`src/rtl/sync_fifo_pkg.sv`:
```
// Shared widths and status payload for the single-clock FIFO family.
package sync_fifo_pkg;

    function automatic int unsigned ptr_w(input int unsigned depth);
        int unsigned w;
        w = $clog2(depth);
        return (w < 1) ? 1 : w;
    endfunction

    function automatic int unsigned cnt_w(input int unsigned depth);
        return $clog2(depth + 1);
    endfunction

    typedef struct packed {
        logic full;
        logic empty;
        logic almost_full;
        logic almost_empty;
    } fifo_status_t;

endpackage

```
`src/rtl/fifo_wrap_ctr.sv`:
```
// Modulo-MAX pointer: advances on inc, wraps from MAX-1 back to 0.
module fifo_wrap_ctr
    import sync_fifo_pkg::*;
#(
    parameter int unsigned MAX = 8,
    localparam int unsigned PW = ptr_w(MAX)
) (
    input  logic          clk,
    input  logic          rst,
    input  logic          inc,
    output logic [PW-1:0] value
);

    always_ff @(posedge clk) begin
        if (rst) begin
            value <= '0;
        end else if (inc) begin
            value <= (value == PW'(MAX - 1)) ? '0 : value + PW'(1);
        end
    end

endmodule

```
`src/rtl/sync_fifo_param.sv`:
```
// Single-clock FIFO with arbitrary depth, occupancy count, thresholds and error pulses.
// Define SYNC_FIFO_FWFT_EN for first-word fall-through reads; default is registered read.
module sync_fifo_param
    import sync_fifo_pkg::*;
#(
    parameter int unsigned WIDTH     = 8,
    parameter int unsigned DEPTH     = 8,
    parameter int unsigned AFULL_TH  = DEPTH - 2,
    parameter int unsigned AEMPTY_TH = 2,
    localparam int unsigned CW       = cnt_w(DEPTH)
) (
    input  logic             clk,
    input  logic             rst,
    input  logic             wr_en,
    input  logic [WIDTH-1:0] wr_data_in,
    input  logic             rd_en,
    output logic [WIDTH-1:0] rd_data_out,
    output logic             rd_valid,
    output logic             full,
    output logic             empty,
    output logic             almost_full,
    output logic             almost_empty,
    output logic [CW-1:0]    count,
    output logic             overflow,
    output logic             underflow
);

    localparam int unsigned PW = ptr_w(DEPTH);
    localparam fifo_status_t STATUS_RST = '{full: 1'b0, empty: 1'b1,
                                            almost_full: 1'b0, almost_empty: 1'b1};

    if (DEPTH < 2) begin : g_chk_depth
        $error("sync_fifo_param: DEPTH must be >= 2");
    end
    if (AFULL_TH < 1 || AFULL_TH > DEPTH) begin : g_chk_afull
        $error("sync_fifo_param: AFULL_TH must be in 1..DEPTH");
    end
    if (AEMPTY_TH > DEPTH - 1) begin : g_chk_aempty
        $error("sync_fifo_param: AEMPTY_TH must be in 0..DEPTH-1");
    end

    logic [WIDTH-1:0] mem [DEPTH];
    logic [PW-1:0]    wr_ptr;
    logic [PW-1:0]    rd_ptr;
    fifo_status_t     status_q;
    logic             wr_acc_c;
    logic             rd_acc_c;
    logic [CW-1:0]    count_nxt_c;

    assign full         = status_q.full;
    assign empty        = status_q.empty;
    assign almost_full  = status_q.almost_full;
    assign almost_empty = status_q.almost_empty;

    // Acceptance uses the registered flags, so full+rd frees a slot only next cycle.
    assign wr_acc_c = wr_en & ~status_q.full;
    assign rd_acc_c = rd_en & ~status_q.empty;

    always_comb begin
        count_nxt_c = count;
        if (wr_acc_c && !rd_acc_c) begin
            count_nxt_c = count + CW'(1);
        end else if (rd_acc_c && !wr_acc_c) begin
            count_nxt_c = count - CW'(1);
        end
    end

    fifo_wrap_ctr #(.MAX(DEPTH)) u_wr_ptr (
        .clk   (clk),
        .rst   (rst),
        .inc   (wr_acc_c),
        .value (wr_ptr)
    );

    fifo_wrap_ctr #(.MAX(DEPTH)) u_rd_ptr (
        .clk   (clk),
        .rst   (rst),
        .inc   (rd_acc_c),
        .value (rd_ptr)
    );

    // Storage is not reset; reset only blocks the write landing at that edge.
    always_ff @(posedge clk) begin
        if (!rst && wr_acc_c) begin
            mem[wr_ptr] <= wr_data_in;
        end
    end

    // Flags follow the next-state count so they line up with count.
    always_ff @(posedge clk) begin
        if (rst) begin
            count     <= '0;
            status_q  <= STATUS_RST;
            overflow  <= 1'b0;
            underflow <= 1'b0;
        end else begin
            count                 <= count_nxt_c;
            status_q.full         <= (count_nxt_c == CW'(DEPTH));
            status_q.empty        <= (count_nxt_c == '0);
            status_q.almost_full  <= (count_nxt_c >= CW'(AFULL_TH));
            status_q.almost_empty <= (count_nxt_c <= CW'(AEMPTY_TH));
            overflow              <= wr_en & status_q.full;
            underflow             <= rd_en & status_q.empty;
        end
    end

`ifdef SYNC_FIFO_FWFT_EN
    assign rd_data_out = mem[rd_ptr];
    assign rd_valid    = ~status_q.empty;
`else
    always_ff @(posedge clk) begin
        if (rst) begin
            rd_data_out <= '0;
            rd_valid    <= 1'b0;
        end else begin
            rd_valid <= rd_acc_c;
            if (rd_acc_c) begin
                rd_data_out <= mem[rd_ptr];
            end
        end
    end
`endif

endmodule

```
`config.mk`:
```
export PLATFORM = sky130hd
export DESIGN_NAME = sync_fifo_param
export DESIGN_NICKNAME = d
export VERILOG_FILES = /design/src/rtl/sync_fifo_pkg.sv /design/src/rtl/fifo_wrap_ctr.sv /design/src/rtl/sync_fifo_param.sv
export SDC_FILE = /design/constraint.sdc
export NUM_CORES = 1
export LEC_CHECK = 0
export ABC_CLOCK_PERIOD_IN_PS = 3900
export CAP_MARGIN = 20
export CORE_MARGIN = 4
export CORE_UTILIZATION = 60
export DETAILED_ROUTE_END_ITERATION = 10
export PLACE_DENSITY = 0.86
export SKIP_CTS_REPAIR_TIMING = 1
export SLEW_MARGIN = 20
export SYNTH_ARGS = -nofsm -noshare
export SYNTH_HDL_FRONTEND = slang
export SYNTH_SLANG_ARGS = --single-unit
```
`constraint.sdc`:
```
create_clock -name clk -period 3.9 [get_ports clk]
set_input_delay 0.78 -clock clk [delete_from_list [all_inputs] [get_ports clk]]
set_output_delay 0.78 -clock clk [all_outputs]
set_load 0.05 [all_outputs]
```
==> metrics.cfg <==
[outcome]
outcome=finished, final reports clean

[cells_and_area]
n_antenna_cell=0
seqCellArea_mm2=0.00242
area_growth_pct=14.8
fin_area_mm2=0.00410
drive_gt1_share_pct=16.7
multi_input_area_mm2=0.00105
n_fill_cell=343
layout.nets=276
fin_util_pct=72.6
layout_common_cells=64 x edfxtp_1, 30 x clkdlybuf4s50_1, 25 x nor2_1, 24 x dfxtp_1, 16 x mux4_2
final_common_cell=edfxtp_1

[clock_tree]
clk_pin_slew_worst_paths_ns=0.08
cts_tree=built
clk_latency_ns=0.35
root_buffer=clkbuf_8
clockBufferDepth=2
clock_sinks=89
cts_made_buffers=9
cts_htree_levels=3

[place]
place.gp.congestion=0.845
portBuffers=30
place_area_mm2=0.00390
dp_hpwl_mm=4.36

[worst_setup_path]
path_delay_family=simple AND/OR/NAND/NOR gates
start_kind=input pin
critPathBufInv=1
worst_ep_arrival_time_ns=2.56
crit_slowest_cell=nor2_1
required_ns=3.89
path_cells=clkdlybuf4s50_1, nand2b_1, or3_1, nor2_1
setup.worst_path.class=in -> reg
cp_max_fo=11
end_kind=register
max_stage_delay_ns=0.57

[routing]
via_per_inst=5.94
via_count=1989
post_drt_wl_per_cell_um=18.7
drc=0
totalWireLength_mm=6.27
antenna_left=0
first_pass_iters=4
drt_iter0_markers=162

[global_route]
use_met1_pct=25.6
grt_max_degree=28
grt_overflow=0
grt_pass1_vias=1979
antenna_found_initial=0
grt_pass1_wl_mm=10.2
grt_busiest_layer=met2
track_usage_pct=19.5
met2_usage_pct=29.9
met3_usage_pct=6.12

[logic_synthesis]
yosysUniqueCellTypes=33
synthCells=227
synth_top_area_share_pct=53.9
synth_area_leaders=edfxtp_1 54%, dfxtp_1 14%, mux4_2 10%, nor2_1 2.6%, mux2i_1 2.2%
ys_warn_count=0
synthesis.nets=245
ys_seq_area_share_pct=67.9
synth.largest_area_cell=edfxtp_1
synth_area_mm2=0.00357
synth-seq-cells=89
avgSynthCellArea_um2=15.7

[sta]
final-max-slew-violation-count=0
period_share_pct=66.0
setup_viol_count_final=0
setup_tns_ns=0
timing.final.hold_violations=0
fmax_mhz=389
worst_slew_pin_slew_ns=0.823
clock_skew_ns=0.00749
rsz0062_at_grt=no
post-route-min-period_ns=2.57
hold_slack_ns=0.474
slew_headroom_pct=45.1

[floorplan]
core_mm2=0.00564
die_x_um=85.1
start_util_pct=63.3
row_count=27
io_pins=31
dieArea_mm2=0.00725
die_y_um=85.1

[hold_path]
hp-class=reg -> reg

[pwr]
ir_drop_v=0.000357
p_leak_nw=1.31
power_density_mw_per_mm2=521

[job]
cap_violations=0

==> synthesized netlist by cell type <==
master     n
buf_6      2
nor2_1    25
inv_1      3
nor4b_2    1
dfxtp_1   25
edfxtp_1  64
mux2i_1    8
a21oi_1   11
xnor2_1    1
nand2_1   12
ha_1       6
o311ai_1   1
o21ai_0    1
nand2b_1   5
nor4_1     2
buf_4      3
clkbuf_1   2
a211oi_1   8
buf_1      2
o32ai_2    1
a31o_1     3
nor3_1     5
nand3_1    4
nor2b_4    1
xor2_2     1
mux4_2    16
or3_1      2
nor2_2     2
a41oi_2    1
buf_2      4
and2b_4    1
o32a_1     2
nand3b_1   2
==> layer usage <==
layer	part of all wire, %	wire (um)
met4	1.1	72
met2	50	3130
met3	7.0	438
met1	42	2630
met5	0	0
==> worst reg2reg max path, stage by stage, from the launching register on <==
cell,delay (ns)
dfxtp_1,0.36
nand2b_1,0.34
or3_1,0.46
nor2_1,0.57
==> logic make-up (layout without fill, tap and decap cells) <==
family | Yosys count | in the layout | share of synthesized area [%]
and+or+nand+nor | 62 | 62 | 8.59
muxes | 24 | 24 | 12.3
xor gates and xnor gates | 2 | 2 | 0.701
DFF | 89 | 89 | 67.9
AOI/OAI and AO/OA | 28 | 28 | 5.82
buffers and inverters | 16 | 52 | 2.56
adders and majority gates | 6 | 6 | 2.10
==> flip-flops by register name (all words and copies together), names as in the netlist, 3 cells and up <==
register        cells
count               4
mem                64
rd_data_out         8
u_rd_ptr.value      3
u_wr_ptr.value      3
==> layout make-up <==
cell class / count / share of cell area (%)
timing repair buffer: 33 / 7.88
tap: 72 / 2.20
multi-input combinational: 122 / 25.7
inverter: 3 / 0.275
sequential: 89 / 59.2
clock inverter: 7 / 1.71
clock buffer: 9 / 3.02
==> final timing paths <==
path                                  startpoint                   end  slack (ns)  cells past startpoint
worst max-delay path                       wr_en   mem[4][6]$_DFFE_PP_        1.33                      4
worst min-delay path            empty$_SDFF_PP1_  underflow$_SDFF_PP0_        0.47                      2
worst min register to register  empty$_SDFF_PP1_  underflow$_SDFF_PP0_        0.47                      2
worst max register to register   full$_SDFF_PP0_   mem[4][6]$_DFFE_PP_        1.81                      3
==> per-stage QoR <==
step	total power, W	std cells	setup WS [ns]
5_1_grt	0.00223	335	1.21
2_1_floorplan	0.00142	227	1.55
6_report	0.00213	335	1.33
4_1_cts	0.00215	335	1.28
3_3_place_gp	0.00153	319	1.05
3_5_place_dp	0.00154	319	0.922
==> where the power goes <==
group          internal (W)  leakage [nW]  switching [W]
logic              0.000166         0.427       0.000247
clock network      0.000296        0.0994       0.000321
registers           0.00106         0.783      0.0000471
Power figures use the tool's default switching activity.
==> patch 1 (same settings) <==
Build with the macro `SYNC_FIFO_FWFT_EN` defined.
--- a/src/rtl/sync_fifo_param.sv
+++ b/src/rtl/sync_fifo_param.sv
@@ -1,4 +1,6 @@
 // Single-clock FIFO with arbitrary depth, occupancy count, thresholds and error pulses.
 // Define SYNC_FIFO_FWFT_EN for first-word fall-through reads; default is registered read.
+`define SYNC_FIFO_FWFT_EN
+
 module sync_fifo_param
     import sync_fifo_pkg::*;
Formal check against the unedited RTL: not equivalent (Yosys sat finds a counterexample within 4 cycles, from zero or initial values and one cycle with rst high).
==> patch 1 against the original RTL <==
Sequential cell count is 6 lower; worst setup slack worse by 820 ps; fmax is 24% lower; combinational power is 34% higher; largest power group unchanged; clock skew is 0.89 ps higher; power hardly changed; critical endpoint is now rd_data_out[7]; routed wire length is 9.1% lower; highest routed layer unchanged; synthesized area is 7.8% lower; final area is 5.2% lower.
==> patch 1: results (changes against the original RTL) <==
stage	metric	value	unit	change
layout	Top Registers	mem x64, count x4		
clocking	# clock sinks	83		-6.7%
layout	final non-filler cell total	311		-7.2%
routing	DRT iter0 DRCs	127		-22%
routing	Detailed Route WL	5700	um	-9.1%
layout	nets	254		-8.0%
placement	placed cell areas	3710	um2	-4.9%
layout	multi-input gates	97		-20%
pwr	Logic power comb	0.000553	W	+34%
timing	Hold Slack	468	ps	-6.16 ps
layout	Non-Clock Buffer Count	40		+21%
routing	Via Count	1769		-11%
placement	DP HPWL	3790	um	-13%
global_routing	met2 GRT Util	0.311		+0.0116
routing	Routed met2 length	2920	um	-6.9%
timing	clock skew	8.38	ps	+0.894 ps
synth	top cells by count, synth	edfxtp_1, nor2_1, dfxtp_1		
global_routing	M1 GR Usage	0.265		+0.00847
placement	Port-buffer cells	30		unchanged
layout	clock buffers	14		+5
synth	Mapped Nets	211		-14%
layout	Reg area	2300	um2	-5.0%
setup_path	critical path arrival	2620	ps	+60 ps
placement	Setup WS pre-CTS	859	ps	-62.7 ps
layout	Antenna diodes	0		unchanged
outcome	status	completed		
routing	met3 wire len	384	um	-12%
synth	number of distinct library cells after synthesis	34		+3.0%
global_routing	pin count of the biggest net entering global routing	18		-36%
setup_path	Worst Path Max Fanout	16		+5
layout	Non-clk invs	5		+2
placement	Post-Place Cells	295		-7.5%
timing	Worst Max-Slew Pin Slew	838	ps	+15.4 ps
layout	share of layout cells above drive strength 1	0.212		+0.0443
layout	area of the multi-input gates	926	um2	-12%
layout	non-clk buf share	0.0966		+0.0178
routing	WL met1	2330	um	-11%
pwr	Peak VDD IR	0.000508	V	+42%
layout	Fillers	309		-9.9%
global_routing	global-route usage over all layers	0.198		+0.00314
clocking	CTS buffer count	9		unchanged
setup_path	R2R depth	4		+1
setup_path	Top delay family on crit path	flip-flops		
layout	Clock buffers and inverters, area share	0.0448		-0.00256
global_routing	vias in the first global route	1874		-5.3%
setup_path	Crit Reg-Reg Endpoint	mem[6][0]		
global_routing	global-route wire length before repair	9440	um	-7.8%
pwr	Lkg Pwr	1.35	nW	+2.9%
setup_path	worst reg-to-reg setup slack	2050	ps	+240 ps
pwr	internal power	0.00149	W	-1.7%
placement	GP Congestion	0.837		-1.0%
synth	Seq/Total Area, Yosys	0.700		+0.0208
synth	Mean Syn Cell Area	17.1	um2	+8.5%
die	Die Area	6730	um2	-7.1%
pwr	sequential group share of total power	0.487		-0.030
setup_path	crit-path max cell delay	870	ps	+300 ps
synth	synth top area cells	edfxtp_1, dfxtp_1, mux4_2		
setup_path	slowest stage cell, crit path	dfxtp_1		
## patch 1: worst register-to-register path, stage by stage (launching register included)
cell	delay, ps
dfxtp_1	340
nand2b_4	180
or3_1	380
nor2_1	420
buf_4	240
## patch 1: worst max path at each step
stage / startpoint / to / slack [ps] / depth (start not counted)
6_report: flip-flop / rd_data_out[7] / 500 / 3
5_1_grt: flip-flop / rd_data_out[1] / 370 / 4
4_1_cts: flip-flop / rd_data_out[7] / 480 / 4
3_5_place_dp: flip-flop / rd_data_out[7] / 860 / 4
3_3_place_gp: flip-flop / rd_data_out[7] / 910 / 4
2_1_floorplan: flip-flop / rd_data_out[0] / 1540 / 4
## patch 1: cells by family (layout without fill, tap and decap cells)
logic type	count (synthesis)	in the layout	synth area share
buffers and inverters	13	61	0.0190
and+or+nand+nor	47	47	0.0741
AOI/OAI and AO/OA	14	14	0.0297
adders and majority gates	6	6	0.0228
DFF	83	83	0.700
muxes	28	28	0.149
xor gates and xnor gates	2	2	0.00532
==> patch 2 (same flow settings) <==
Without the edit above. Put one more register stage on the output `count`, cleared by the reset. The value now appears one clock later. The other outputs are not delayed to match.
--- a/src/rtl/sync_fifo_param.sv
+++ b/src/rtl/sync_fifo_param.sv
@@ -30,4 +30,6 @@
                                             almost_full: 1'b0, almost_empty: 1'b1};
 
+    logic [CW-1:0] count_s0;
+
     if (DEPTH < 2) begin : g_chk_depth
         $error("sync_fifo_param: DEPTH must be >= 2");
@@ -58,9 +60,9 @@
 
     always_comb begin
-        count_nxt_c = count;
+        count_nxt_c = count_s0;
         if (wr_acc_c && !rd_acc_c) begin
-            count_nxt_c = count + CW'(1);
+            count_nxt_c = count_s0 + CW'(1);
         end else if (rd_acc_c && !wr_acc_c) begin
-            count_nxt_c = count - CW'(1);
+            count_nxt_c = count_s0 - CW'(1);
         end
     end
@@ -90,10 +92,10 @@
     always_ff @(posedge clk) begin
         if (rst) begin
-            count     <= '0;
+            count_s0  <= '0;
             status_q  <= STATUS_RST;
             overflow  <= 1'b0;
             underflow <= 1'b0;
         end else begin
-            count                 <= count_nxt_c;
+            count_s0              <= count_nxt_c;
             status_q.full         <= (count_nxt_c == CW'(DEPTH));
             status_q.empty        <= (count_nxt_c == '0);
@@ -122,4 +124,12 @@
 `endif
 
+    always_ff @(posedge clk) begin
+        if (rst) begin
+            count <= '0;
+        end else begin
+            count <= count_s0;
+        end
+    end
+
 endmodule
 
Check against the original RTL: not equivalent (a bounded check fails within 4 cycles, from zero or initial values and one cycle with rst high).
==> patch 2 against the original RTL <==
Synthesized cell count fell by 2.2%; count of clock-buffer cells in the layout stayed put; sequential cell count grew 4; sequential power grew 6%; synthesized area rose by 1.2%; routed wire length shrank 0.64%; worst setup slack improved by 110 ps; via count fell by 2.8%; final area is 2.2% higher; utilization grew 1.1 points; register-to-register slack better by 170 ps; power increased by 14%; largest cell class unchanged.
==> patch 2: results (changes against the original RTL) <==
stage	metric	value	unit	change
outcome	status	completed		
layout	non-clk buf share	0.0789		+0.000121
global_routing	M1 GR Usage	0.250		-0.00617
global_routing	pin count of the biggest net entering global routing	22		-21%
synth	adder-cell share of the synthesized area	0.0208		-0.000241
routing	met3 wire len	407	um	-7.1%
global_routing	vias in the first global route	1899		-4.0%
routing	DRT iter0 DRCs	206		+27%
layout	Top Registers	mem x64, rd_data_out x8		
pwr	Peak VDD IR	0.000337	V	-5.6%
placement	placed cell areas	3970	um2	+1.6%
routing	routed vias/inst	5.80		-2.2%
global_routing	met2 GRT Util	0.297		-0.00282
synth	synth top area cells	edfxtp_1, dfxtp_1, mux4_2		
pwr	Lkg Pwr	1.42	nW	+8.2%
clocking	# clock sinks	93		+4.5%
timing	Worst Max-Slew Pin Slew	830	ps	+7.72 ps
setup_path	slowest stage cell, crit path	nor2_1		
layout	nets	274		-0.72%
synth	mux share of post-synthesis cell area	0.137		+0.0135
synth	top cells by count, synth	edfxtp_1, dfxtp_1, nor2_1		
layout	multi-input gates	113		-7.4%
pwr	Logic power comb	0.000567	W	+37%
setup_path	critical path arrival	2450	ps	-110 ps
routing	highest metal used	met4		
routing	WL met1	2660	um	+1.4%
placement	GP Congestion	0.868		+2.7%
routing	Routed met2 length	3040	um	-2.8%
layout	Fillers	337		-1.7%
routing	Avg WL per Cell	18.7	um	about the same
layout	share of layout cells above drive strength 1	0.176		+0.00894
placement	DP HPWL	4110	um	-5.7%
pwr	power share of the clock group	0.285		-0.004
pwr	switching share of power	0.295		+0.00652
setup_path	crit-path max cell delay	630	ps	+60 ps
layout	Reg area	2500	um2	+3.3%
synth	Mapped Nets	240		-2.0%
layout	Clock buffers and inverters, area share	0.0526		+0.00527
global_routing	global-route usage over all layers	0.189		-0.00545
-- patch 2: worst max-delay path, delay by kind of cell --
kind                   cells  cell delay, ps
buffers and inverters      1             510
AND/OR/NAND/NOR            3            1150
-- patch 2: final timing paths --
path / end / startpoint / slack (ps)
hold / removal: overflow / full / 500
setup reg to reg: mem[2][4] / full / 1980
setup / recovery: mem[2][4] / wr_en / 1440
hold reg to reg: overflow / full / 500
-- patch 2: metrics by stage --
| step | hold slack (ps) | cells | setup WS (ps) | utilization | total power (W) |
|---|---|---|---|---|---|
| 5_1_grt | 541 | 333 | 1360 | 0.737 | 0.00254 |
| 3_3_place_gp | 487 | 317 | 1150 | 0.699 | 0.00174 |
| 2_1_floorplan | 496 | 222 | 1540 | - | 0.00161 |
| 6_report | 502 | 333 | 1440 | 0.737 | 0.00243 |
| 4_1_cts | 509 | 333 | 1430 | 0.737 | 0.00245 |
| 3_5_place_dp | 490 | 317 | 1080 | 0.699 | 0.00176 |
